`src/rtl/uart_reg_responder_pkg.sv`:
```
// Shared constants for the UART register responder: opcodes, reply bytes
// and the 3-bit FSM state encoding.
package uart_reg_responder_pkg;

    localparam logic [7:0] OP_W    = 8'h57;
    localparam logic [7:0] OP_R    = 8'h52;
    localparam logic [7:0] OP_P    = 8'h50;
    localparam logic [7:0] RSP_OK  = 8'h4B;
    localparam logic [7:0] RSP_ERR = 8'h3F;

    localparam logic [2:0] S_IDLE     = 3'd0;
    localparam logic [2:0] S_GET_ADDR = 3'd1;
    localparam logic [2:0] S_GET_DATA = 3'd2;
    localparam logic [2:0] S_BUS_WR   = 3'd3;
    localparam logic [2:0] S_BUS_RD   = 3'd4;
    localparam logic [2:0] S_RD_CAP   = 3'd5;
    localparam logic [2:0] S_SEND     = 3'd6;
    localparam logic [2:0] S_SPARE    = 3'd7;

    function automatic logic known_op(input logic [7:0] b);
        return (b == OP_W) || (b == OP_R) || (b == OP_P);
    endfunction

endpackage

```
`src/rtl/uart_reg_responder_if.sv`:
```
// Byte receiver, byte transmitter and local register bus signals of the responder.
interface uart_reg_if;

    logic       rx_valid;
    logic [7:0] rx_data;
    logic       rx_rd;
    logic       tx_busy;
    logic       tx_wr;
    logic [7:0] tx_data;
    logic [7:0] reg_addr;
    logic [7:0] reg_wdata;
    logic       reg_we;
    logic       reg_re;
    logic [7:0] reg_rdata;
    logic       cmd_err;
    logic       timeout;

    modport slave (
        input  rx_valid, rx_data, tx_busy, reg_rdata,
        output rx_rd, tx_wr, tx_data, reg_addr, reg_wdata, reg_we, reg_re,
               cmd_err, timeout
    );

    modport master (
        output rx_valid, rx_data, tx_busy, reg_rdata,
        input  rx_rd, tx_wr, tx_data, reg_addr, reg_wdata, reg_we, reg_re,
               cmd_err, timeout
    );

endinterface

```
`src/rtl/uart_reg_responder_timeout.sv`:
```
// Inter-byte watchdog: reloads on clr, counts down while en, flags expiry at zero.
module uart_cmd_timeout #(
    parameter int TIMEOUT_CYCLES = 1000000,
    parameter int TW             = 24
) (
    input  logic clk,
    input  logic resetq,
    input  logic clr,
    input  logic en,
    output logic expire
);

    logic [TW-1:0] remain;

    always_ff @(posedge clk or negedge resetq) begin
        if (!resetq)
            remain <= '0;
        else if (clr)
            remain <= TW'(TIMEOUT_CYCLES - 1);
        else if (en && remain != '0)
            remain <= remain - TW'(1);
    end

    assign expire = en && (remain == '0);

endmodule

```
`src/rtl/uart_reg_responder.sv`:
```
// Serial command responder: decodes W/R/P host commands, runs one register
// bus cycle and returns a single reply byte per command.
module uart_reg_responder
    import uart_reg_responder_pkg::*;
#(
    parameter int TIMEOUT_CYCLES = 1000000,
    parameter int TW             = 24
) (
    input  logic         clk,
    input  logic         resetq,
    uart_reg_if.slave    bus
);

    logic [2:0] state;
    logic       op_wr;
    logic [7:0] tx_data_q, addr_q, wdata_q;
    logic       waiting, expire;

    assign waiting = (state == S_GET_ADDR) || (state == S_GET_DATA);

    assign bus.rx_rd     = bus.rx_valid && ((state == S_IDLE) || waiting);
    assign bus.reg_we    = (state == S_BUS_WR);
    assign bus.reg_re    = (state == S_BUS_RD);
    assign bus.tx_wr     = (state == S_SEND) && !bus.tx_busy;
    assign bus.cmd_err   = (state == S_IDLE) && bus.rx_valid && !known_op(bus.rx_data);
    // A byte landing on the expiry cycle takes priority over the timeout.
    assign bus.timeout   = waiting && expire && !bus.rx_valid;
    assign bus.tx_data   = tx_data_q;
    assign bus.reg_addr  = addr_q;
    assign bus.reg_wdata = wdata_q;

    uart_cmd_timeout #(.TIMEOUT_CYCLES(TIMEOUT_CYCLES), .TW(TW)) u_timeout (
        .clk    (clk),
        .resetq (resetq),
        .clr    (bus.rx_rd || !waiting),
        .en     (waiting),
        .expire (expire)
    );

    always_ff @(posedge clk or negedge resetq) begin
        if (!resetq) begin
            state     <= S_IDLE;
            op_wr     <= 1'b0;
            tx_data_q <= '0;
            addr_q    <= '0;
            wdata_q   <= '0;
        end else begin
            case (state)
                S_IDLE: if (bus.rx_valid) begin
                    case (bus.rx_data)
                        OP_W, OP_R: begin
                            op_wr <= (bus.rx_data == OP_W);
                            state <= S_GET_ADDR;
                        end
                        OP_P: begin
                            tx_data_q <= RSP_OK;
                            state     <= S_SEND;
                        end
                        default: begin
                            tx_data_q <= RSP_ERR;
                            state     <= S_SEND;
                        end
                    endcase
                end
                S_GET_ADDR: begin
                    if (bus.rx_valid) begin
                        addr_q <= bus.rx_data;
                        state  <= op_wr ? S_GET_DATA : S_BUS_RD;
                    end else if (expire) begin
                        state <= S_IDLE;
                    end
                end
                S_GET_DATA: begin
                    if (bus.rx_valid) begin
                        wdata_q <= bus.rx_data;
                        state   <= S_BUS_WR;
                    end else if (expire) begin
                        state <= S_IDLE;
                    end
                end
                S_BUS_WR: begin
                    tx_data_q <= RSP_OK;
                    state     <= S_SEND;
                end
                S_BUS_RD: state <= S_RD_CAP;
                // Read data is valid exactly one cycle after the strobe.
                S_RD_CAP: begin
                    tx_data_q <= bus.reg_rdata;
                    state     <= S_SEND;
                end
                S_SEND: if (!bus.tx_busy) state <= S_IDLE;
                S_SPARE: state <= S_IDLE;
                default: state <= S_IDLE;
            endcase
        end
    end

endmodule

```
`src/flat_wrapper.sv`:
```
// flat-port wrapper written by rule: the top's interface ports become plain ports
module uart_reg_responder_flat import uart_reg_responder_pkg::*;
#(
    parameter int TIMEOUT_CYCLES = 1000000,
    parameter int TW             = 24
)
  (clk, resetq, bus_rx_valid, bus_rx_data, bus_tx_busy, bus_reg_rdata, bus_rx_rd, bus_tx_wr, bus_tx_data, bus_reg_addr, bus_reg_wdata, bus_reg_we, bus_reg_re, bus_cmd_err, bus_timeout);
  uart_reg_if bus_i ();
  input  logic clk;
  input  logic resetq;
  input wire logic [$bits(bus_i.rx_valid)-1:0] bus_rx_valid;
  input wire logic [$bits(bus_i.rx_data)-1:0] bus_rx_data;
  input wire logic [$bits(bus_i.tx_busy)-1:0] bus_tx_busy;
  input wire logic [$bits(bus_i.reg_rdata)-1:0] bus_reg_rdata;
  output wire logic [$bits(bus_i.rx_rd)-1:0] bus_rx_rd;
  output wire logic [$bits(bus_i.tx_wr)-1:0] bus_tx_wr;
  output wire logic [$bits(bus_i.tx_data)-1:0] bus_tx_data;
  output wire logic [$bits(bus_i.reg_addr)-1:0] bus_reg_addr;
  output wire logic [$bits(bus_i.reg_wdata)-1:0] bus_reg_wdata;
  output wire logic [$bits(bus_i.reg_we)-1:0] bus_reg_we;
  output wire logic [$bits(bus_i.reg_re)-1:0] bus_reg_re;
  output wire logic [$bits(bus_i.cmd_err)-1:0] bus_cmd_err;
  output wire logic [$bits(bus_i.timeout)-1:0] bus_timeout;
  assign bus_i.rx_valid = bus_rx_valid;
  assign bus_i.rx_data = bus_rx_data;
  assign bus_i.tx_busy = bus_tx_busy;
  assign bus_i.reg_rdata = bus_reg_rdata;
  assign bus_rx_rd = bus_i.rx_rd;
  assign bus_tx_wr = bus_i.tx_wr;
  assign bus_tx_data = bus_i.tx_data;
  assign bus_reg_addr = bus_i.reg_addr;
  assign bus_reg_wdata = bus_i.reg_wdata;
  assign bus_reg_we = bus_i.reg_we;
  assign bus_reg_re = bus_i.reg_re;
  assign bus_cmd_err = bus_i.cmd_err;
  assign bus_timeout = bus_i.timeout;
  uart_reg_responder #(.TIMEOUT_CYCLES(TIMEOUT_CYCLES), .TW(TW)) u_core (.clk(clk), .resetq(resetq), .bus(bus_i));
endmodule
```
`config.mk`:
```
export PLATFORM = sky130hd
export DESIGN_NAME = uart_reg_responder_flat
export DESIGN_NICKNAME = d
export VERILOG_FILES = /design/src/rtl/uart_reg_responder_pkg.sv /design/src/rtl/uart_reg_responder_if.sv /design/src/rtl/uart_reg_responder_timeout.sv /design/src/rtl/uart_reg_responder.sv /design/src/flat_wrapper.sv
export SDC_FILE = /design/constraint.sdc
export NUM_CORES = 1
export LEC_CHECK = 0
export BUFFER_PORTS_ARGS = -buffer_cell sky130_fd_sc_hd__buf_2
export CAP_MARGIN = 20
export CORE_UTILIZATION = 55
export CTS_CLUSTER_DIAMETER = 150
export DETAILED_ROUTE_END_ITERATION = 8
export PLACE_DENSITY = 0.79
export SYNTH_ARGS = -nofsm -noshare
export SYNTH_HDL_FRONTEND = slang
export SYNTH_SLANG_ARGS = --single-unit
```
`constraint.sdc`:
```
create_clock -name clk -period 4.1 [get_ports clk]
set_input_delay 0.41 -clock clk [delete_from_list [all_inputs] [get_ports clk]]
set_output_delay 0.41 -clock clk [all_outputs]
set_load 0.05 [all_outputs]
```
### Word-level counts from Yosys, hierarchy flattened

Cells that the tools add are included.

| storage, ports and cells | value |
|---|---|
| bits in registers | 52 |
| latch bits | 0 |
| memory bits (writable) | 0 |
| memory bits (read-only) | 0 |
| input port bits | 20 |
| output and inout port bits | 30 |
| logic and storage cells | 62 |
| memories | 0 |

| operators by class | value |
|---|---|
| add/sub/neg operators | 1 |
| multiply operators | 0 |
| div/mod/pow operators | 0 |
| $lt $le $gt $ge | 0 |
| equality and inequality tests | 13 |
| shifts and indexed selects | 0 |
| multiplexer cells | 13 |
| bitwise gates (word level) | 0 |
| reduce and logical (&&, ||, !) cells | 29 |

Operator list:

| cell | count |
|---|---|
| $mux 24 | 2 |
| $eq 8x7->1 const B | 3 |
| $logic_not 24->1 | 1 |
| $pmux 8 s3 | 1 |
| $reduce_bool 24->1 | 1 |
| $sub 24x1->24 const B | 1 |
| $mux 3 | 7 |
| $pmux 3 s7 | 1 |
| $pmux 8 s2 | 1 |
| $eq 3x3->1 const B | 4 |
| $logic_and 1x1->1 | 8 |
| $mux 8 | 1 |
| $eq 3x2->1 const B | 2 |
| $ne 2x2->1 const B | 3 |
| $reduce_and 2->1 | 3 |
| $reduce_and 3->1 | 2 |
| $logic_or 1x1->1 | 5 |
| $logic_not 1->1 | 4 |
| $reduce_or 2->1 | 2 |
| $eq 3x1->1 const B | 1 |
| $logic_not 3->1 | 1 |
| $reduce_bool 3->1 | 1 |
| $reduce_bool 2->1 | 1 |

### Logic depth before layout (Yosys ltp)

Gate-level depths: netlist of the first run.

| logic depth | value |
|---|---|
| depth after elaboration | 6 |
| mapped depth | 9 |
| gate-level depth less buffers | 7 |

### Modules after synthesis

From an unflattened synthesis of the first run, not the netlist that was laid out.

| second synthesis, totals | value |
|---|---|
| cells, all modules | 257 |
| area, all modules | 2826.5 µm² |

Modules (own cells, without submodules):

| module | instances | cells an instance | area an instance (µm²) | seq. area each (µm²) |
|---|---|---|---|---|
| uart_cmd_timeout | 1 | 137 | 1417.6 | 600.6 |
| uart_reg_responder | 1 | 120 | 1408.9 | 700.7 |

### Worst setup path before layout of the first run

No wires, ideal clock.

| path | value |
|---|---|
| kind | register to output |
| from | register u_core.state[2] |
| to | output bus_cmd_err |
| data arrival time | 2259 ps |
| data required time | 3690 ps |
| setup slack | 1431 ps |
| cell stages (with the launch flop) | 5 |
| buffers on the path | 1 |
| cell sequence | dfrtp_1 clkbuf_1 nand2b_1 or3_1 a211oi_1 |

| between the ends | value |
|---|---|
| cells in the longest elaborated chain, start to end | 3 |

Ends and longest elaborated chain:

| what | RTL line | RTL |
|---|---|---|
| from (decl) | uart_reg_responder.sv:14 | `logic [2:0] state;` |
| from (signal assigned) | uart_reg_responder.sv:68 | `state <= op_wr ? S_GET_DATA : S_BUS_RD;` |
| $logic_not 3->1 | uart_reg_responder.sv:25 | `assign bus.cmd_err = (state == S_IDLE) && bus.rx_valid && !known_op(bus.rx_data);` |
| $logic_and 1x1->1 (2 in series) | uart_reg_responder.sv:25 |  |
| to (decl) | flat_wrapper.sv:22 | `output wire logic [$bits(bus_i.cmd_err)-1:0] bus_cmd_err;` |

Every way passes these cells.

### Worst setup path after layout of the first run

| path | value |
|---|---|
| from | register u_core.u_timeout.remain[0] |
| to | output bus_timeout |

| between the ends | value |
|---|---|
| cells in the longest elaborated chain, start to end | 4 |

Ends and longest elaborated chain:

| what | RTL line | RTL |
|---|---|---|
| from (decl) | uart_reg_responder_timeout.sv:13 | `logic [TW-1:0] remain;` |
| from (signal assigned) | uart_reg_responder_timeout.sv:19 | `remain <= TW'(TIMEOUT_CYCLES - 1);` |
| from (signal assigned) | uart_reg_responder_timeout.sv:21 | `remain <= remain - TW'(1);` |
| $logic_not 24->1 | uart_reg_responder_timeout.sv:24 | `assign expire = en && (remain == '0);` |
| $logic_and 1x1->1 | uart_reg_responder_timeout.sv:24 |  |
| $logic_and 1x1->1 (2 in series) | uart_reg_responder.sv:27 | `assign bus.timeout = waiting && expire && !bus.rx_valid;` |
| to (decl) | flat_wrapper.sv:23 | `output wire logic [$bits(bus_i.timeout)-1:0] bus_timeout;` |

Every way passes these cells.

==> results of run 1 <==
-- worst max-delay path, stage by stage, from the launching register on --
cell,delay [ns]
dfrtp_1,0.41
inv_1,0.10
ha_1,0.17
or3b_2,0.50
or2_0,0.42
nor3_4,0.36
buf_2,0.33
-- layout by cell type, fill, tap and decap left out, drive strengths merged, types with 7 or more instances in the layout --
cell   count
nor3      10
a21oi     13
buf       50
o21ai     13
nand2     16
dfrtp     52
o31ai      9
nor2      18
inv       12
nand3      9
mux2      17
or4        9
xor2       7
or3        9
-- synthesized netlist by cell type (4+ instances only) --
cell type and instances:
nand3_1 9, or4_1 8, clkbuf_1 7, mux2_2 17, or3_1 9, o211ai_1 5, inv_1 11, nand2b_1 4
nor3_1 8, a21oi_1 11, and2_1 4, o21ai_0 10, nor2_1 18, xor2_1 7, nand2_1 16, dfrtp_1 52
mux2i_1 5, o31ai_1 8
-- metal layers --
layer / share of wire / up-vias / wire, um / global-route usage
li1: - / 1016 / - / -
met1: 0.46 / 1012 / 2450 / 0.303
met2: 0.49 / 43 / 2580 / 0.352
met3: 0.037 / 7 / 195 / 0.0542
met4: 0.014 / 0 / 72 / 0.0806
met5: 0 / - / 0 / 0
-- sequential cells by signal, indices dropped and copies added (netlist names) --
| register | cells |
|---|---|
| u_core.bus.tx_data | 8 |
| u_core.u_timeout.remain | 24 |
| u_core.bus.reg_wdata | 8 |
| u_core.bus.reg_addr | 8 |
| u_core.op_wr | 1 |
| u_core.state | 3 |
-- metrics by stage --
| stage | total power, mW | std cells | instance area, sq um |
|---|---|---|---|
| floorplan | 1.48 | 254 | 2690 |
| global placement | 1.67 | 360 | 2960 |
| detailed placement | 1.68 | 360 | 2960 |
| CTS | 2.11 | 368 | 3100 |
| global route | 2.20 | 368 | 3100 |
| finish | 2.09 | 368 | 3100 |
-- worst min-delay path by stage --
| stage | from | end | cells after the start |
|---|---|---|---|
| 2_1_floorplan | resetq | u_core.bus.reg_addr[0] | 0 |
| 3_3_place_gp | u_core.bus.tx_data[3] | u_core.bus.tx_data[3] | 1 |
| 3_5_place_dp | u_core.bus.tx_data[3] | u_core.bus.tx_data[3] | 1 |
| 4_1_cts | resetq | u_core.bus.tx_data[7] | 2 |
| 5_1_grt | resetq | u_core.bus.tx_data[7] | 2 |
| 6_report | resetq | u_core.bus.tx_data[7] | 2 |
-- cells by family (layout without fill, tap and decap cells) --
logic type	Yosys count	in the layout	share of synthesized area
compound gates	50	50	0.132
fa+ha+maj	1	1	0.00465
xor+xnor	10	10	0.0326
buf+inv	22	69	0.0395
simple gates	97	97	0.218
flops	52	52	0.484
mux	22	22	0.0898
-- final cells by class --
class	count	area, sq um
multi-input cells	180	1280
fillers	364	1620
inverters	11	41.3
well taps	67	83.8
repair buffers	50	253
clock buffers	5	68.8
clock inverters	3	68.8
flip-flops and latches	52	1300
-- power groups by stage --
stage | Sequential [mW] | Clock, mW | Combinational, mW
2_1_floorplan | 1.08 | 0 | 0.396
3_3_place_gp | 0.739 | 0 | 0.928
3_5_place_dp | 0.744 | 0 | 0.940
4_1_cts | 0.735 | 0.432 | 0.943
5_1_grt | 0.759 | 0.448 | 0.994
6_report | 0.735 | 0.421 | 0.934
==> reports/metrics.yaml, run 1 <==
floorplan:
  die_y_um: 71.9
  core_sq_um: 4720
  io_pins: 50
  start_util: 0.570
  core.rowCount: 25
  dieArea_sq_um: 5170
  dieWidth_um: 71.9
setup_path:
  reg2reg_to: "u_core.u_timeout.remain[15]"
  cp.arrival_ns: 2.60
  ff2ff_setup_slack_ns: 1.42
  setup.worst_path.class: "register to output port"
  r2r-start: "u_core.u_timeout.remain[0]"
  cp-endpoint: "bus_timeout"
  cp_max_fo: 7
  critPathLaunchType: "register"
  startpoint: "u_core.u_timeout.remain[0]"
  required_ns: 3.69
  ff2ff_path_depth: 7
  critPathCaptureType: "output port"
power_and_ir_drop:
  p_per_area_nw_per_um2: 674
  comb_power_share: 0.447
  p_leak_nw: 1.27
  clkPwrFrac: 0.201
  power.switching_mw: 0.944
  switching_share: 0.452
  peakVddDrop_mv: 0.506
  intPower_mw: 1.15
  p_seq_frac: 0.352
synth:
  synth_area_leaders: "dfrtp_1, mux2_2, nor2_1, xor2_1, nand2_1"
  synth_ff_type: "dfrtp_1"
  syn-cell-area_sq_um: 2690
  synth_edf_count: 0
  synth_top_area_cell: "dfrtp_1"
  synth_seq_area_share: 0.484
  synth_cell_types: 50
  syn_nets: 275
  synth-seq-cells: 52
  yosysWarnings: 0
  synth_top_area_frac: 0.484
  avgSynthCellArea_sq_um: 10.6
  syn_inst: 254
  async_reset_ff_frac: 1.00
global_routing:
  grt_start_max_net_pins: 53
  grt_pass1_vias: 1943
  globalRoute.totalOverflow: 0
  grt_pass1_wl_mm: 8.98
  grt_usage: 0.223
  antenna_found_initial: 0
clock_network:
  hold_buffers: 0
  cts_buffer_depth: 2
  cts_buffers: 5
  clkSinkCount: 52
  cts_root_buf: "clkbuf_8"
  cts_tree: "done"
  clkTransAtPathRegs_ns: 0.10
  cts-resized-gates: 0
  clk-insertion-delay-late_ns: 0.31
  postCtsSetupBuffers: 0
  htree_levels: 2
sta:
  whs_ns: 0.186
  fin_skew_ns: 0.0118
  setup_viol_count_final: 0
  rsz0062_at_grt: "false"
  worst_slack_ns: 1.09
  timing.setup.tns_ns: 0
  drv_slew: 0
  fin_crit_ns: 3.01
  layout_worst_path_cycle_share: 0.735
  slew_headroom: 0.545
  fmax_mhz: 332
  hold_violations: 0
  worstMarginPinSlew_ns: 0.679
route:
  via_per_inst: 5.65
  drc: 2
  routedWlPerCell_um: 14.4
  postRouteAntennaNets: 0
  drt_wl_total_mm: 5.29
  num_vias: 2078
  drt-initial-drc-count: 129
  drt_pass1_iterations: 6
layout:
  antenna_cells: 0
  nets: 321
  drive_gt1_frac: 0.296
  final_util: 0.656
  syn_to_final_growth_pct: 15.2
placement:
  gp_congestion: 0.737
  hpwl_mm: 3.72
  io_buffers: 49
  place_ws_ns: 1.46
outcome:
  violations: "DRC"
  status: "finished, violations left"
job:
  maxCapViolCount: 0
worst_hold_path:
  hp-class: "input pin to asynchronous set/reset pin"
Note: power is estimated with default switching activity, not from simulation.
==> run 2, diff against run 1 <==
clock period = 2.91 ns   (was 4.1 ns; I/O delays follow)
==> run 2 against run 1 <==
The run still ends with DRC left. Sequential power is 36% higher. Clock power is 18% higher. Critical path depth stayed put. Non-clock buffer count is 5 higher. Cell count is 1.4% higher. Die area stayed put. Hold slack better by 0.00082 ns. Routed wire length is 4.9% higher. First-iteration DRC count is 19% lower. Sequential cell count stayed put. Count of clock-buffer cells in the layout stayed put. Design area is 0.44% higher.
==> reports/metrics.yaml, run 2 (synthesized netlist as in run 1, its figures left out) <==
clock_network:
  cts-resized-gates: 0  # unchanged
  cts_tree: "done"
  clkTransAtPathRegs_ns: 0.09  # about the same
  cts_buffers: 5  # unchanged
  cts_root_buf: "clkbuf_8"
  cts_buffer_depth: 2  # unchanged
  clkSinkCount: 52  # unchanged
  htree_levels: 2  # unchanged
  clk-insertion-delay-late_ns: 0.31  # about the same
worst_hold_path:
  min-delay-start: "bus_reg_rdata[7]"
  min_to: "u_core.bus.tx_data[7]"
  hold_depth: 3
  hp-class: "input pin to register"
floorplan:
  dieArea_sq_um: 5170  # unchanged
  core_sq_um: 4720  # unchanged
  start_util: 0.570  # unchanged
  dieWidth_um: 71.9  # unchanged
  die_y_um: 71.9  # unchanged
  core.rowCount: 25  # unchanged
  io_pins: 50  # unchanged
sta:
  layout_worst_path_cycle_share: 0.943
  setup_viol_count_final: 0  # unchanged
  fin_crit_ns: 2.74
  hold_violations: 0  # unchanged
  fmax_mhz: 364
  worstMarginPinSlew_ns: 0.645  # -0.0338 ns
  slew_headroom: 0.568  # +0.0226
  drv_slew: 0  # unchanged
  fin_skew_ns: 0.00556  # -0.00627 ns
  timing.setup.tns_ns: 0  # unchanged
  rsz0062_at_grt: "false"
layout:
  drive_gt1_frac: 0.304  # +0.00824
  final_area_sq_um: 3110  # +0.44%
  layout_commonest_cell: "dfrtp_1"
  syn_to_final_growth_pct: 15.7
  final_util: 0.659  # +0.00291
  antenna_cells: 0  # unchanged
  top_register: "u_core.u_timeout.remain"
  final_cell_mix: "dfrtp_1, buf_2, nor2_1"
  final_cells: 373  # +1.4%
  largest_reg_flops: 24  # unchanged
  nets: 326  # +1.6%
setup_path:
  cpLargestDelayFamily: "simple AND/OR/NAND/NOR gates"
  cpMaxStageDelayCell: "or3b_2"
  ff2ff_path_depth: 7  # unchanged
  critPathCaptureType: "output port"
  ff2ff_setup_slack_ns: 0.44  # -0.98 ns
  critPathLaunchType: "register"
  cpPeakStageDelay_ns: 0.50  # about the same
  path_cells: "inv_1, ha_1, or3b_2, or2_0, nor3_4, buf_2"
  worstPathBufferInverterCount: 2  # unchanged
  cp.arrival_ns: 2.45  # -0.15 ns
  required_ns: 2.62  # -1.07 ns
  reg2reg_to: "u_core.u_timeout.remain[18]"
  r2r-start: "u_core.u_timeout.remain[1]"
  cp_max_fo: 7  # unchanged
  setup.worst_path.class: "register to output port"
placement:
  gp_congestion: 0.770  # +4.4%
  dp.cells: 363  # +0.83%
  hpwl_mm: 3.91  # +5.2%
  io_buffers: 49  # unchanged
  dpl_cell_area_sq_um: 2980  # +0.76%
global_routing:
  antenna_found_initial: 0  # unchanged
  grt_pass1_vias: 2013  # +3.6%
  grt_start_max_net_pins: 36  # -32%
  grt_pass1_wl_mm: 9.16  # +1.9%
  grt_usage: 0.228  # +0.00499
  globalRoute.totalOverflow: 0  # unchanged
route:
  drt_pass1_iterations: 6  # unchanged
  drt-initial-drc-count: 104  # -19%
  drc: 2  # unchanged
  drt_wl_total_mm: 5.55  # +4.9%
  routedWlPerCell_um: 14.9  # +3.5%
  postRouteAntennaNets: 0  # unchanged
  via_per_inst: 5.57  # -1.3%
  num_vias: 2078  # unchanged
power_and_ir_drop:
  p_per_area_nw_per_um2: 925  # +37%
  p_leak_nw: 1.28  # +0.72%
  peakVddDrop_mv: 0.674  # +33%
  power_mw: 2.88  # +38%
outcome:
  violations: "DRC"
  status: "finished, violations left"
job:
  maxCapViolCount: 0  # unchanged
## run 2: changes by cell type in the layout (fill, tap and decap cells not counted), sizes merged
cell,previous run,this run
buf,50,54
bufinv,2,1
clkinv,0,1
clkinvlp,0,1
dlygate4sd3,0,1
inv,12,11
## run 2: how the worst max path moves through the flow
| stage | start | endpoint | slack [ns] | cells after the start |
|---|---|---|---|---|
| after global placement | u_core.u_timeout.remain[0] | bus_timeout | 0.46 | 6 |
| after CTS | u_core.u_timeout.remain[0] | bus_timeout | 0.04 | 6 |
| after floorplan | u_core.state[2] | bus_cmd_err | 0.36 | 4 |
| after detailed placement | u_core.u_timeout.remain[0] | bus_timeout | 0.40 | 6 |
| final | u_core.u_timeout.remain[1] | bus_timeout | 0.17 | 6 |
| after global routing | u_core.u_timeout.remain[0] | bus_timeout | 0.0003 | 6 |
## run 2: cell type report
class | instances | area, sq um
fillers | 401 | 1610
flip-flops and latches | 52 | 1300
multi-input cells | 180 | 1280
repair buffers | 55 | 293
well taps | 67 | 83.8
clock buffers | 5 | 68.8
clock inverters | 3 | 42.5
inverters | 11 | 41.3
## run 2: what timing repair did
| item | 4_1_cts | 5_1_grt |
|---|---|---|
| hold endpoints to repair | 17 | 0 |
| setup endpoints to repair | 0 | 1 |
| setup buffers | 0 | 1 |
| hold buffers | 1 | 0 |
## run 2: stage by stage
step | worst slack, ns | hold slack [ns]
6_report | 0.165 | 0.187
5_1_grt | 0.000306 | 0.197
4_1_cts | 0.0444 | 0.183
3_5_place_dp | 0.397 | 0.247
3_3_place_gp | 0.456 | 0.241
2_1_floorplan | 0.360 | -0.00459
## run 2: worst min-delay path, delay by kind of cell
kind / cells / cell delay [ns]
compound gates: 1 / 0.06
buf+inv: 1 / 0.07
simple gates: 1 / 0.04
## run 2: routing by layer
metal	routed length, um	global-route usage
met1	2510	0.289
met2	2730	0.382
met3	225	0.0583
met4	81	0.0806
met5	0	0
## run 2: power by group
part	internal (mW)	switching, mW	leakage [nW]
sequential	0.898	0.0990	0.603
combinational	0.389	0.997	0.621
clock	0.255	0.243	0.0541
==> run 3, diff against run 2 <==
GPL_TIMING_DRIVEN = 0   (was unset)
==> run 3 against run 2 <==
Critical path type unchanged. Power is 0.19% lower. Register-to-register slack worse by 0.03 ns. Routed wire length is 4.3% lower. Cell count is 1.9% higher. Utilization is 1.1 points higher. Critical path depth is 1 higher. Largest power group unchanged. Non-clock buffer count is 7 higher. Clock power is 1% lower. The run now ends clean. Die area stayed put. Sequential power is 2% lower. Sequential cell count stayed put. Via count is 0.72% higher.
==> reports/metrics.yaml, run 3 (synthesized netlist as in run 1, its figures left out) <==
outcome:
  status: "completed"
layout:
  top_register: "u_core.u_timeout.remain"
  largest_reg_flops: 24  # unchanged
  drive_gt1_frac: 0.297  # -0.00680
  syn_to_final_growth_pct: 17.6
  layout_commonest_cell: "dfrtp_1"
  antenna_cells: 0  # unchanged
  final_util: 0.670  # +0.0106
  nets: 333  # +2.1%
  final_cell_mix: "dfrtp_1, buf_2, nor2_1"
sta:
  drv_slew: 0  # unchanged
  worstMarginPinSlew_ns: 0.692  # +0.0469 ns
  layout_worst_path_cycle_share: 0.941  # -0.00225
  hold_violations: 0  # unchanged
  slew_headroom: 0.536  # -0.0314
  setup_viol_count_final: 0  # unchanged
  rsz0062_at_grt: "false"
  fmax_mhz: 365  # +0.24%
  fin_crit_ns: 2.74  # -0.00654 ns
  whs_ns: 0.211  # +0.0239 ns
  fin_skew_ns: 0.00752  # +0.00197 ns
  timing.setup.tns_ns: 0  # unchanged
global_routing:
  grt_pass1_vias: 1948  # -3.2%
  globalRoute.totalOverflow: 0  # unchanged
  grt_pass1_wl_mm: 8.75  # -4.4%
  grt_start_max_net_pins: 31  # -14%
  grt_usage: 0.217  # -0.0108
  antenna_found_initial: 0  # unchanged
clock_network:
  clkSinkCount: 52  # unchanged
  cts_buffers: 5  # unchanged
  htree_levels: 2  # unchanged
  cts_buffer_depth: 2  # unchanged
  clkTransAtPathRegs_ns: 0.10  # about the same
  cts_tree: "done"
  cts_root_buf: "clkbuf_8"
  clk-insertion-delay-late_ns: 0.31  # about the same
job:
  maxCapViolCount: 0  # unchanged
setup_path:
  cp.arrival_ns: 2.45  # about the same
  ff2ff_setup_slack_ns: 0.41  # -0.03 ns
  setup.worst_path.class: "register to output port"
  critPathLaunchType: "register"
  cp_max_fo: 7  # unchanged
  required_ns: 2.62  # about the same
  critPathCaptureType: "output port"
placement:
  io_buffers: 49  # unchanged
  hpwl_mm: 3.74  # -4.3%
  gp_congestion: 0.836  # +8.6%
floorplan:
  core.rowCount: 25  # unchanged
  start_util: 0.570  # unchanged
  dieWidth_um: 71.9  # unchanged
  dieArea_sq_um: 5170  # unchanged
  io_pins: 50  # unchanged
  core_sq_um: 4720  # unchanged
  die_y_um: 71.9  # unchanged
route:
  drt_wl_total_mm: 5.31  # -4.3%
  via_per_inst: 5.51  # -1.1%
  num_vias: 2093  # +0.72%
  routedWlPerCell_um: 14.0  # -6.0%
  postRouteAntennaNets: 0  # unchanged
  drt-initial-drc-count: 144  # +38%
  drc: 0  # -2
  drt_pass1_iterations: 5  # -1
power_and_ir_drop:
  peakVddDrop_mv: 0.722  # +7.1%
  p_per_area_nw_per_um2: 909  # -1.8%
  p_leak_nw: 1.29  # +1.2%
worst_hold_path:
  hp-class: "input pin to register"
run 3: changes by cell type in the layout (fill, tap and decap cells not counted), sizes merged:
cell	before	now
clkbuf	5	12
run 3: area by class of cell:
class / instances / area [sq um]
fillers: 367 / 1560
flip-flops and latches: 52 / 1300
multi-input cells: 180 / 1280
repair buffers: 51 / 278
well taps: 67 / 83.8
clock buffers: 5 / 68.8
plain buffers: 11 / 65.1
clock inverters: 3 / 42.5
inverters: 11 / 41.3
run 3: where the power goes:
part,switching [mW],total [mW],internal (mW)
Sequential,0.0825,0.980,0.897
Clock,0.238,0.492,0.255
Combinational,1.01,1.40,0.391
run 3: final timing paths:
check,startpoint,end,cells after the start
worst max-delay path,u_core.u_timeout.remain[0],bus_timeout,7
worst min-delay path,bus_reg_rdata[1],u_core.bus.tx_data[1],2
worst max register to register,u_core.u_timeout.remain[0],u_core.u_timeout.remain[9],9
worst min register to register,u_core.bus.tx_data[1],u_core.bus.tx_data[1],1
max in group asynchronous,resetq,u_core.u_timeout.remain[20],3
min in group asynchronous,resetq,u_core.bus.tx_data[1],2
run 3: layer usage:
layer	GRT usage	share of wire	vias up
li1	-	-	1038
met1	0.304	0.50	1014
met2	0.350	0.46	34
met3	0.0347	0.026	7
met4	0.0719	0.014	0
met5	0	0	-
run 3: timing repair:
| action | CTS | global route |
|---|---|---|
| hold buffers | 1 | 0 |
| gates resized for setup | 0 | 2 |
| setup buffers | 0 | 0 |
| hold endpoints to repair | 22 | 0 |
| endpoints found under the setup margin | 0 | 1 |
run 3: worst max-delay path: stages (launching register included):
cell and delay [ns]:
dfrtp_1 0.40, inv_1 0.10, ha_1 0.16, or3b_2 0.50, or2_0 0.27, buf_6 0.16
nor3_4 0.29, buf_4 0.26
run 3: per-stage QoR:
step           std cells  cell area [sq um]  power [mW]  worst slack (ns)
2_1_floorplan        254               2690        2.08             0.360
3_3_place_gp         370               3020        2.37             0.467
6_report             380               3160        2.88             0.172
4_1_cts              380               3160        2.89            0.0890
5_1_grt              380               3160        3.02            0.0447
3_5_place_dp         371               3040        2.39             0.443
